### src/rtl/tlb_ctrl.sv
// tlb_ctrl: sequencing controller for an Sv39 TLB array.
// Qualifies hits and permissions, walks the three-level page table over a
// single memory port on a miss, picks a victim and fills it, writes back
// A|D on the first store to a clean page, and sequences full flushes.
module tlb_ctrl #(
   parameter int ENTRIES = 8,
   parameter int IW      = 3
) (
   input  logic                  clk,
   input  logic                  rst,
   input  logic                  read,
   input  logic                  write,
   input  logic                  execute,
   input  logic [63:0]           addr_va,
   input  logic [43:0]           satp_ppn,
   input  logic                  flush,
   input  logic [ENTRIES-1:0]    hit_vec,
   input  logic [ENTRIES-1:0]    valid_vec,
   input  logic [12*ENTRIES-1:0] acc_count_flat,
   input  logic [63:0]           hit_pte,
   input  logic [63:0]           hit_pte_pa,
   input  logic [43:0]           hit_ppn,
   output logic [ENTRIES-1:0]    tlb_write,
   output logic                  tlb_clear,
   output logic [ENTRIES-1:0]    tlb_d_set,
   output logic [26:0]           vpn_fill,
   output logic [43:0]           ppn_fill,
   output logic [63:0]           pte_fill,
   output logic [63:0]           pte_pa_fill,
   output logic                  mem_req,
   output logic                  mem_we,
   output logic [63:0]           mem_addr,
   output logic [63:0]           mem_wdata,
   input  logic                  mem_rdy,
   input  logic [63:0]           mem_rdata,
   output logic                  trans_rdy,
   output logic [55:0]           pa_out,
   output logic                  load_pf,
   output logic                  store_pf,
   output logic                  ins_pf
);

   typedef enum logic [2:0] {
      IDLE     = 3'd0,
      WALK_RD  = 3'd1,
      WALK_CHK = 3'd2,
      FILL     = 3'd3,
      DWB      = 3'd4,
      DSET     = 3'd5,
      FLUSH    = 3'd6
   } state_t;

   state_t           state_r;
   state_t           state_s;
   logic [1:0]       level_r;
   logic [55:0]      a_r;
   logic [26:0]      vpn_r;
   logic [63:0]      pte_r;
   logic [63:0]      pte_addr_r;
   logic             rd_r;
   logic             wr_r;
   logic             ex_r;
   logic [IW-1:0]    hit_idx_r;
   logic [63:0]      dwb_addr_r;
   logic [63:0]      dwb_data_r;

   logic             req_s;
   logic             hit_s;
   logic             perm_ok_s;
   logic [IW-1:0]    hit_idx_s;
   logic [IW-1:0]    victim_s;
   logic [8:0]       vpn_lvl_s;
   logic [63:0]      walk_addr_s;
   logic [43:0]      leaf_ppn_s;
   logic             bad_pte_s;
   logic             non_leaf_s;
   logic             misalign_s;
   logic             walk_fault_s;
   logic             start_walk_s;
   logic             start_dwb_s;
   logic             descend_s;

   // Bits above the Sv39 VA width take no part in translation.
   logic             unused_s;
   assign unused_s = ^addr_va[63:39];

   function automatic logic [ENTRIES-1:0] onehot_f(input logic [IW-1:0] idx);
      logic [ENTRIES-1:0] vec;
      vec      = {ENTRIES{1'b0}};
      vec[idx] = 1'b1;
      return vec;
   endfunction

   // Request decode: hit qualification, permission check, hit index.
   always_comb begin
      req_s     = read | write | execute;
      hit_s     = |hit_vec;
      perm_ok_s = (read & hit_pte[1]) | (write & hit_pte[2]) | (execute & hit_pte[3]);
      hit_idx_s = {IW{1'b0}};
      for (int i = ENTRIES - 1; i >= 0; i--) begin
         if (hit_vec[i]) begin
            hit_idx_s = IW'(i);
         end else begin
            hit_idx_s = hit_idx_s;
         end
      end
   end

   // Victim choice: lowest invalid entry, else lowest-index minimum acc_count.
   always_comb begin
      logic [IW-1:0] inv_idx;
      logic          inv_found;
      logic [IW-1:0] min_idx;
      logic [11:0]   min_val;
      inv_idx   = {IW{1'b0}};
      inv_found = 1'b0;
      for (int i = ENTRIES - 1; i >= 0; i--) begin
         if (!valid_vec[i]) begin
            inv_idx   = IW'(i);
            inv_found = 1'b1;
         end else begin
            inv_found = inv_found;
         end
      end
      min_idx = {IW{1'b0}};
      min_val = acc_count_flat[11:0];
      for (int i = 1; i < ENTRIES; i++) begin
         if (acc_count_flat[12*i +: 12] < min_val) begin
            min_val = acc_count_flat[12*i +: 12];
            min_idx = IW'(i);
         end else begin
            min_val = min_val;
         end
      end
      if (inv_found) begin
         victim_s = inv_idx;
      end else begin
         victim_s = min_idx;
      end
   end

   // Walk datapath: per-level PTE address, PTE checks and leaf PPN assembly.
   always_comb begin
      case (level_r)
         2'd2:    vpn_lvl_s = vpn_r[26:18];
         2'd1:    vpn_lvl_s = vpn_r[17:9];
         default: vpn_lvl_s = vpn_r[8:0];
      endcase
      walk_addr_s = {8'd0, a_r} + {52'd0, vpn_lvl_s, 3'd0};
      bad_pte_s   = !pte_r[0] || (!pte_r[1] && pte_r[2]);
      non_leaf_s  = !pte_r[1] && !pte_r[3];
      misalign_s  = ((level_r == 2'd2) && (|pte_r[27:10])) ||
                    ((level_r == 2'd1) && (|pte_r[18:10]));
      case (level_r)
         2'd2:    leaf_ppn_s = {pte_r[53:28], vpn_r[17:0]};
         2'd1:    leaf_ppn_s = {pte_r[53:19], vpn_r[8:0]};
         default: leaf_ppn_s = pte_r[53:10];
      endcase
   end

   // Next-state and output decode.
   always_comb begin
      state_s      = state_r;
      start_walk_s = 1'b0;
      start_dwb_s  = 1'b0;
      descend_s    = 1'b0;
      walk_fault_s = 1'b0;
      tlb_write    = {ENTRIES{1'b0}};
      tlb_clear    = 1'b0;
      tlb_d_set    = {ENTRIES{1'b0}};
      vpn_fill     = 27'd0;
      ppn_fill     = 44'd0;
      pte_fill     = 64'd0;
      pte_pa_fill  = 64'd0;
      mem_req      = 1'b0;
      mem_we       = 1'b0;
      mem_addr     = 64'd0;
      mem_wdata    = 64'd0;
      trans_rdy    = 1'b0;
      pa_out       = 56'd0;
      load_pf      = 1'b0;
      store_pf     = 1'b0;
      ins_pf       = 1'b0;
      case (state_r)
         IDLE: begin
            if (flush) begin
               state_s = FLUSH;
            end else if (req_s && hit_s) begin
               if (!perm_ok_s) begin
                  load_pf  = read;
                  store_pf = write;
                  ins_pf   = execute;
               end else if (write && !hit_pte[7]) begin
                  state_s     = DWB;
                  start_dwb_s = 1'b1;
               end else begin
                  trans_rdy = 1'b1;
                  pa_out    = {hit_ppn, addr_va[11:0]};
               end
            end else if (req_s) begin
               state_s      = WALK_RD;
               start_walk_s = 1'b1;
            end else begin
               state_s = IDLE;
            end
         end
         WALK_RD: begin
            mem_req  = 1'b1;
            mem_addr = walk_addr_s;
            if (mem_rdy) begin
               state_s = WALK_CHK;
            end else begin
               state_s = WALK_RD;
            end
         end
         WALK_CHK: begin
            if (bad_pte_s) begin
               walk_fault_s = 1'b1;
               state_s      = IDLE;
            end else if (non_leaf_s) begin
               if (level_r == 2'd0) begin
                  walk_fault_s = 1'b1;
                  state_s      = IDLE;
               end else begin
                  descend_s = 1'b1;
                  state_s   = WALK_RD;
               end
            end else if (misalign_s) begin
               walk_fault_s = 1'b1;
               state_s      = IDLE;
            end else begin
               state_s = FILL;
            end
         end
         FILL: begin
            tlb_write   = onehot_f(victim_s);
            vpn_fill    = vpn_r;
            ppn_fill    = leaf_ppn_s;
            pte_fill    = pte_r;
            pte_pa_fill = pte_addr_r;
            state_s     = IDLE;
         end
         DWB: begin
            mem_req   = 1'b1;
            mem_we    = 1'b1;
            mem_addr  = dwb_addr_r;
            mem_wdata = dwb_data_r;
            if (mem_rdy) begin
               state_s = DSET;
            end else begin
               state_s = DWB;
            end
         end
         DSET: begin
            tlb_d_set = onehot_f(hit_idx_r);
            state_s   = IDLE;
         end
         FLUSH: begin
            tlb_clear = 1'b1;
            state_s   = IDLE;
         end
         default: begin
            state_s = IDLE;
         end
      endcase
      // A walk fault is reported only while the originating request is still held.
      if (walk_fault_s) begin
         load_pf  = rd_r & read;
         store_pf = wr_r & write;
         ins_pf   = ex_r & execute;
      end else begin
         walk_fault_s = 1'b0;
      end
   end

   // State and walk/write-back context registers.
   always_ff @(posedge clk) begin
      if (rst) begin
         state_r    <= IDLE;
         level_r    <= 2'd2;
         a_r        <= 56'd0;
         vpn_r      <= 27'd0;
         pte_r      <= 64'd0;
         pte_addr_r <= 64'd0;
         rd_r       <= 1'b0;
         wr_r       <= 1'b0;
         ex_r       <= 1'b0;
         hit_idx_r  <= {IW{1'b0}};
         dwb_addr_r <= 64'd0;
         dwb_data_r <= 64'd0;
      end else begin
         state_r <= state_s;
         if (start_walk_s) begin
            vpn_r   <= addr_va[38:12];
            level_r <= 2'd2;
            a_r     <= {satp_ppn, 12'd0};
            rd_r    <= read;
            wr_r    <= write;
            ex_r    <= execute;
         end
         if ((state_r == WALK_RD) && mem_rdy) begin
            pte_r      <= mem_rdata;
            pte_addr_r <= walk_addr_s;
         end
         if (descend_s) begin
            level_r <= level_r - 2'd1;
            a_r     <= {pte_r[53:10], 12'd0};
         end
         if (start_dwb_s) begin
            hit_idx_r  <= hit_idx_s;
            dwb_addr_r <= hit_pte_pa;
            dwb_data_r <= hit_pte | 64'h0000_0000_0000_00C0;
         end
      end
   end

endmodule

### config.mk
export PLATFORM = sky130hd
export DESIGN_NAME = tlb_ctrl
export DESIGN_NICKNAME = d
export VERILOG_FILES = /design/src/rtl/tlb_ctrl.sv
export SDC_FILE = /design/constraint.sdc
export NUM_CORES = 1
export LEC_CHECK = 0
export BUFFER_PORTS_ARGS = -buffer_cell sky130_fd_sc_hd__buf_2
export CAP_MARGIN = 20
export CORE_AREA = 10 10 334 336
export CTS_BUF_LIST = sky130_fd_sc_hd__clkbuf_8 sky130_fd_sc_hd__clkbuf_16
export DETAILED_ROUTE_END_ITERATION = 12
export DIE_AREA = 0 0 344 346
export SLEW_MARGIN = 20
export SYNTH_ARGS = -nofsm -noshare
export SYNTH_HDL_FRONTEND = slang
export SYNTH_SLANG_ARGS = --single-unit
### constraint.sdc
create_clock -name clk -period 21.1 [get_ports clk]
set_input_delay 4.22 -clock clk [delete_from_list [all_inputs] [get_ports clk]]
set_output_delay 4.22 -clock clk [all_outputs]
set_load 0.02 [all_outputs]
# After elaboration in Yosys (flattened, before gate mapping)
# Index checks and enable logic that the tools add are counted.
[totals]
ff_bits = 338
inputBits = 463
output_inout_bits = 406
word_cells = 182
[op_classes]
addsub = 2
order_cmp = 11
n_eq_ne = 10
mux = 114
bitwise_logic = 10
n_reduce_logical = 23
[ops]
columns = ["cell", "count"]
rows = [
  ["$mux 56", 7],
  ["$mux 64", 3],
  ["$pmux 64 s2", 1],
  ["$mux 3", 29],
  ["$lt 12x12->1", 7],
  ["$mux 12", 6],
  ["$add 56x12->57", 1],
  ["$mux 1", 55],
  ["$mux 44", 1],
  ["$pmux 18 s2", 1],
  ["$mux 27", 1],
  ["$pmux 9 s2", 1],
  ["$reduce_or 18->1", 1],
  ["$mux 8", 2],
  ["$pmux 3 s4", 1],
  ["$eq 3x3->1 const B", 3],
  ["$logic_and 1x1->1", 9],
  ["$reduce_or 9->1", 1],
  ["$lt 3x4->1 const B", 2],
  ["$mux 2", 4],
  ["$ne 4x4->1 const B", 2],
  ["$reduce_or 8->1", 1],
  ["$and 1x1->1", 6],
  ["$demux 1 s3", 2],
  ["other kinds (14)", 23],
]

# Longest topological paths before layout
[depth]
ltp_word = 20
ltp_mapped = 80
depth_no_buf = 73

# Least setup slack after synthesis
# OpenSTA, ideal clock, no wires.
[synth_path]
kind = "input to output"
start = "input acc_count_flat[2]"
end = "output tlb_write[1]"
arrival_time_ns = 17.883
required_time_ns = 16.880
setup_slack_ns = -1.003
cell_stages = 78
path_buffers = 7
path_cell_list = "inv_1 > ha_1 > a211oi_1 > o21ai_1 > a21oi_1 > o21a_1 > buf_1 > nor2_1 > a21oi_1 > ha_1 > and3_1 > and3_1 > clkbuf_1 > nand3_1 > o21ai_0 > o211a_1 > maj3_2 > a21o_1 > [42 not listed] > a21oi_1 > nand2_1 > o31ai_2 > clkbuf_1 > nor2_1 > a21oi_1 > ha_1 > a21oi_1 > nor2b_1 > o21ai_0 > nand2b_1 > a21oi_1 > o221ai_1 > a211o_1 > o31ai_1 > a211oi_1 > or3_1 > nor3_1"
[synth_between]
elab_chain_len = 20
word_cells_on_any_way = 27
classes_between = "9 x order compare; 17 x mux; 1 x reduce/logical"
[synth_rtl]
columns = ["element", "line", "source"]
rows = [
  ["from (decl)", "19", "input logic [12*ENTRIES-1:0] acc_count_flat,"],
  ["$lt 12x12->1", "128", "if (acc_count_flat[12*i +: 12] < min_val) begin"],
  ["$mux 12", "128", ""],
  ["$lt 12x12->1", "128", ""],
  ["$mux 12", "128", ""],
  ["$lt 12x12->1", "128", ""],
  ["$mux 12", "128", ""],
  ["$lt 12x12->1", "128", ""],
  ["$mux 12", "128", ""],
  ["[4 not listed]", "-", ""],
  ["$lt 12x12->1", "128", ""],
  ["$mux 3 *", "128", ""],
  ["$mux 3 *", "135", "if (inv_found) begin"],
  ["$lt 3x4->1 (implied by the code) / $ge 3x1->1 (equally long branches)", "90", "vec[idx] = 1'b1;"],
  ["$logic_and 1x1->1 (implied by the code)", "90", ""],
  ["$mux 1 (implied by the code)", "90", ""],
  ["$demux 1 s3 *", "90", ""],
  ["$mux 8 *", "184", "case (state_r)"],
  ["to (decl)", "23", "output logic [ENTRIES-1:0] tlb_write,"],
]
# Every way passes the cells marked *; elsewhere a longest branch is shown, timed or not.

# Final worst setup path
[layout_path]
start = "input acc_count_flat[2]"
end = "output tlb_write[5]"
# Same word-level chain as after synthesis.

==> results by group <==
Status
  • Run status: finished with violations
  • Failing checks: setup timing

STA
  • Tcrit/Tclk final: 102%
  • Worst Slack Setup Final: -0.422 ns
  • Fmax: 0.0465 GHz
  • Max transition margin: 24.6%
  • Final hold vios: 0
  • Max-slew violations: 0
  • Clk_skew: 0.0271 ns
  • Min Tclk post-route: 21.52 ns
  • Worst-margin pin slew: around 1.1 ns
  • RSZ-0062 raised after global routing: true
  • Setup violations, final: 8

Detailed routing
  • Post-route ant nets: 0
  • DRC violations left: 0
  • Pre-Repair DR Iteration Count: 6
  • Total number of vias: 21,353
  • Via density: 4.42
  • DRT iter0 DRCs: 1,554
  • Drt total wl: around 110 mm
  • Routed wire length per instance: 21.8 um

Worst setup path
  • Max incr delay on CP: 0.42 ns
  • CP dominant cell by count: buf_4
  • Worst Setup SP: acc_count_flat[2]
  • Critical-path top delay cell: or3_4
  • CP Launch Type: input port
  • Worst r2r src: state_r[2]
  • CP Class: in2out
  • Crit path DAT: 17.30 ns
  • Critical Path RT: 16.88 ns
  • Worst R2R Setup Slack: 17.30 ns
  • CP Capture Type: output port
  • Crit-path max FO: 7

Floorplan
  • Core Region: about 0.10 mm^2
  • Die width: 344 um
  • Die Ht: 346 um
  • Die ar.: 0.119 mm^2
  • Row count: 119
  • Ports: 869
  • Initial core utilization: roughly 17%

Clocking
  • Root Buffer: clkbuf_16
  • Clock buffer count from CTS: 42
  • CTS Buffer Depth: 3
  • CTS sink cnt: around 330
  • H-tree Lvls: 2
  • Worst-skew pair later-pin latency: 0.61 ns
  • TritonCTS clock tree: done
  • Clk slew on worst S/H paths: 0.06 ns

Synth
  • Number of synthesized flops with an enable pin: 0
  • Mapped Cells: 2,470
  • Sequential cell area fraction in the yosys report: 36.4%
  • Seq cells post-synth: 326
  • Async SR Flop Fraction: 0%
  • Synth Flop Type: dfxtp_1
  • Mapped Area: roughly 0.018 mm^2
  • Netlist cell types: 73
  • Avg Synthesized Cell Area: a little over 7 um^2
  • Synth warn: 0

Pwr
  • PD cells: 82.9 mW/mm^2
  • Leakage power: 12.4 nW
  • Maximum VDD drop: 0.0501 mV
  • PnR Total Power: 0.00232 W

Global routing
  • Vias in the first global route: 20,950
  • Pin count of the biggest net entering global routing: 96
  • Total GRT Usage: 16.4%
  • Global-route wire length before repair: 146 mm
  • Initial antenna violation count: 26
  • Aggregate global routing overflow: 0

Placed design
  • HPWL after detailed placement: a little over 80 mm
  • IO Port Bufs: 831
  • GP Congestion: 0.903

Flow run
  • Max cap viols: 0

Cells and area
  • Final net count: 3,931
  • Most common cell after layout, fill and taps aside: buf_2
  • Most frequent cells in the layout: 816 x buf_2, 657 x nand2_1, 326 x dfxtp_1
  • Share of layout cells above drive strength 1: 40.1%
  • Layout area overhead: 56.3%
  • Util after Layout: 26.7%

Hold path
  • Hold Path Origin: dwb_data_r[59]
  • Hold Path Class: reg2reg
==> synthesized netlist by cell type, drive strengths merged (4+ instances only) <==
master / number / share of area [%]
nand2: 678 / 14
a21oi: 340 / 9.6
dfxtp: 326 / 36
and2: 283 / 9.9
clkbuf: 171 / 3.6
nor2: 146 / 3.1
ha: 76 / 5.3
o21ai: 51 / 1.4
buf: 46 / 1.8
a22o: 44 / 2.2
a311oi: 44 / 2.2
inv: 44 / 0.92
a22oi: 27 / 1.1
nor3: 20 / 0.59
a21o: 17 / 0.71
mux2: 14 / 0.90
nand2b: 14 / 0.49
nand3: 12 / 0.34
mux2i: 11 / 0.61
a211oi: 7 / 0.35
nand4: 7 / 0.24
nor2b: 6 / 0.21
nor4: 6 / 0.21
a31oi: 5 / 0.17
and3: 5 / 0.17
o211a: 5 / 0.28
o21a: 5 / 0.21
a2111oi: 4 / 0.20
a211o: 4 / 0.20
a21boi: 4 / 0.17
==> path summary, 6_finish.rpt <==
check / cells after the start / to
min: 2 / dwb_data_r[59]
max reg2reg: 7 / dwb_addr_r[17]
max: 90 / tlb_write[5]
min reg2reg: 2 / dwb_data_r[59]
==> stage by stage <==
stage	hold slack (ns)	setup TNS (ns)	worst slack, ns	cells	cell area (um^2)
6_report	0.448	-2.30	-0.422	4831	28000
5_1_grt	0.468	-5.55	-0.738	4819	28000
4_1_cts	0.450	-0.217	-0.0675	4792	27300
3_5_place_dp	0.442	-10.69	-1.48	4628	24200
3_3_place_gp	0.437	-10.24	-1.45	4627	24200
2_1_floorplan	0.432	0	0.0206	2480	18100
==> kinds of logic after synthesis <==
logic type	Yosys count	synth area share [%]
compound gates	580	19.9
xor+xnor	3	0.147
fa+ha+maj	78	5.43
buf+inv	261	6.29
flops	326	36.4
mux	25	1.52
other cells	1	0.0209
simple gates	1196	30.2
==> state kept, by name, indices dropped and copies added, names as in the netlist <==
name,cells
a_r,44
dwb_addr_r,64
dwb_data_r,63
ex_r,1
hit_idx_r,3
level_r,2
pte_addr_r,53
pte_r,64
rd_r,1
state_r,3
vpn_r,27
wr_r,1
==> layout make-up <==
| class | instances | area (um^2) |
|---|---|---|
| inverter | 44 | 173 |
| tap | 1391 | 1740 |
| multi-input combinational | 1895 | 11600 |
| fill | 11422 | 76800 |
| clock buffer | 48 | 1130 |
| clock inverter | 30 | 494 |
| antenna | 14 | 35.0 |
| timing repair buffer | 1083 | 6290 |
| sequential | 326 | 6530 |
==> power breakdown <==
group          total [W]  switching (W)  internal, W
clock network   0.000853       0.000327     0.000526
registers       0.000631     0.00000757     0.000623
logic           0.000837       0.000409     0.000428
==> routing by layer <==
layer / vias to the layer above / routed length (um) / global-route usage (%)
met5: - / 127 / 0
met4: 20 / 4860 / 6.83
met3: 220 / 9230 / 4.22
met2: 993 / 48500 / 27.0
met1: 10025 / 42600 / 20.0
li1: 10095 / - / -
==> critical path, delay by kind of cell <==
family                   cells  cell delay [ns]
AO/OA/AOI/OAI               23             3.72
adder cells (fa/ha/maj)      6             1.49
buffers and inverters       48             5.80
multiplexers                 1             0.31
AND/OR/NAND/NOR             12             1.71
==> repair_timing <==
item                       CTS  global route
pin swaps                   92            75
setup endpoints to repair    8             8
hold buffers                 0             0
cloned                       2             1
gates resized for setup    190           109
setup buffers               86            25
No activity file was read; power rests on OpenSTA's default activity.
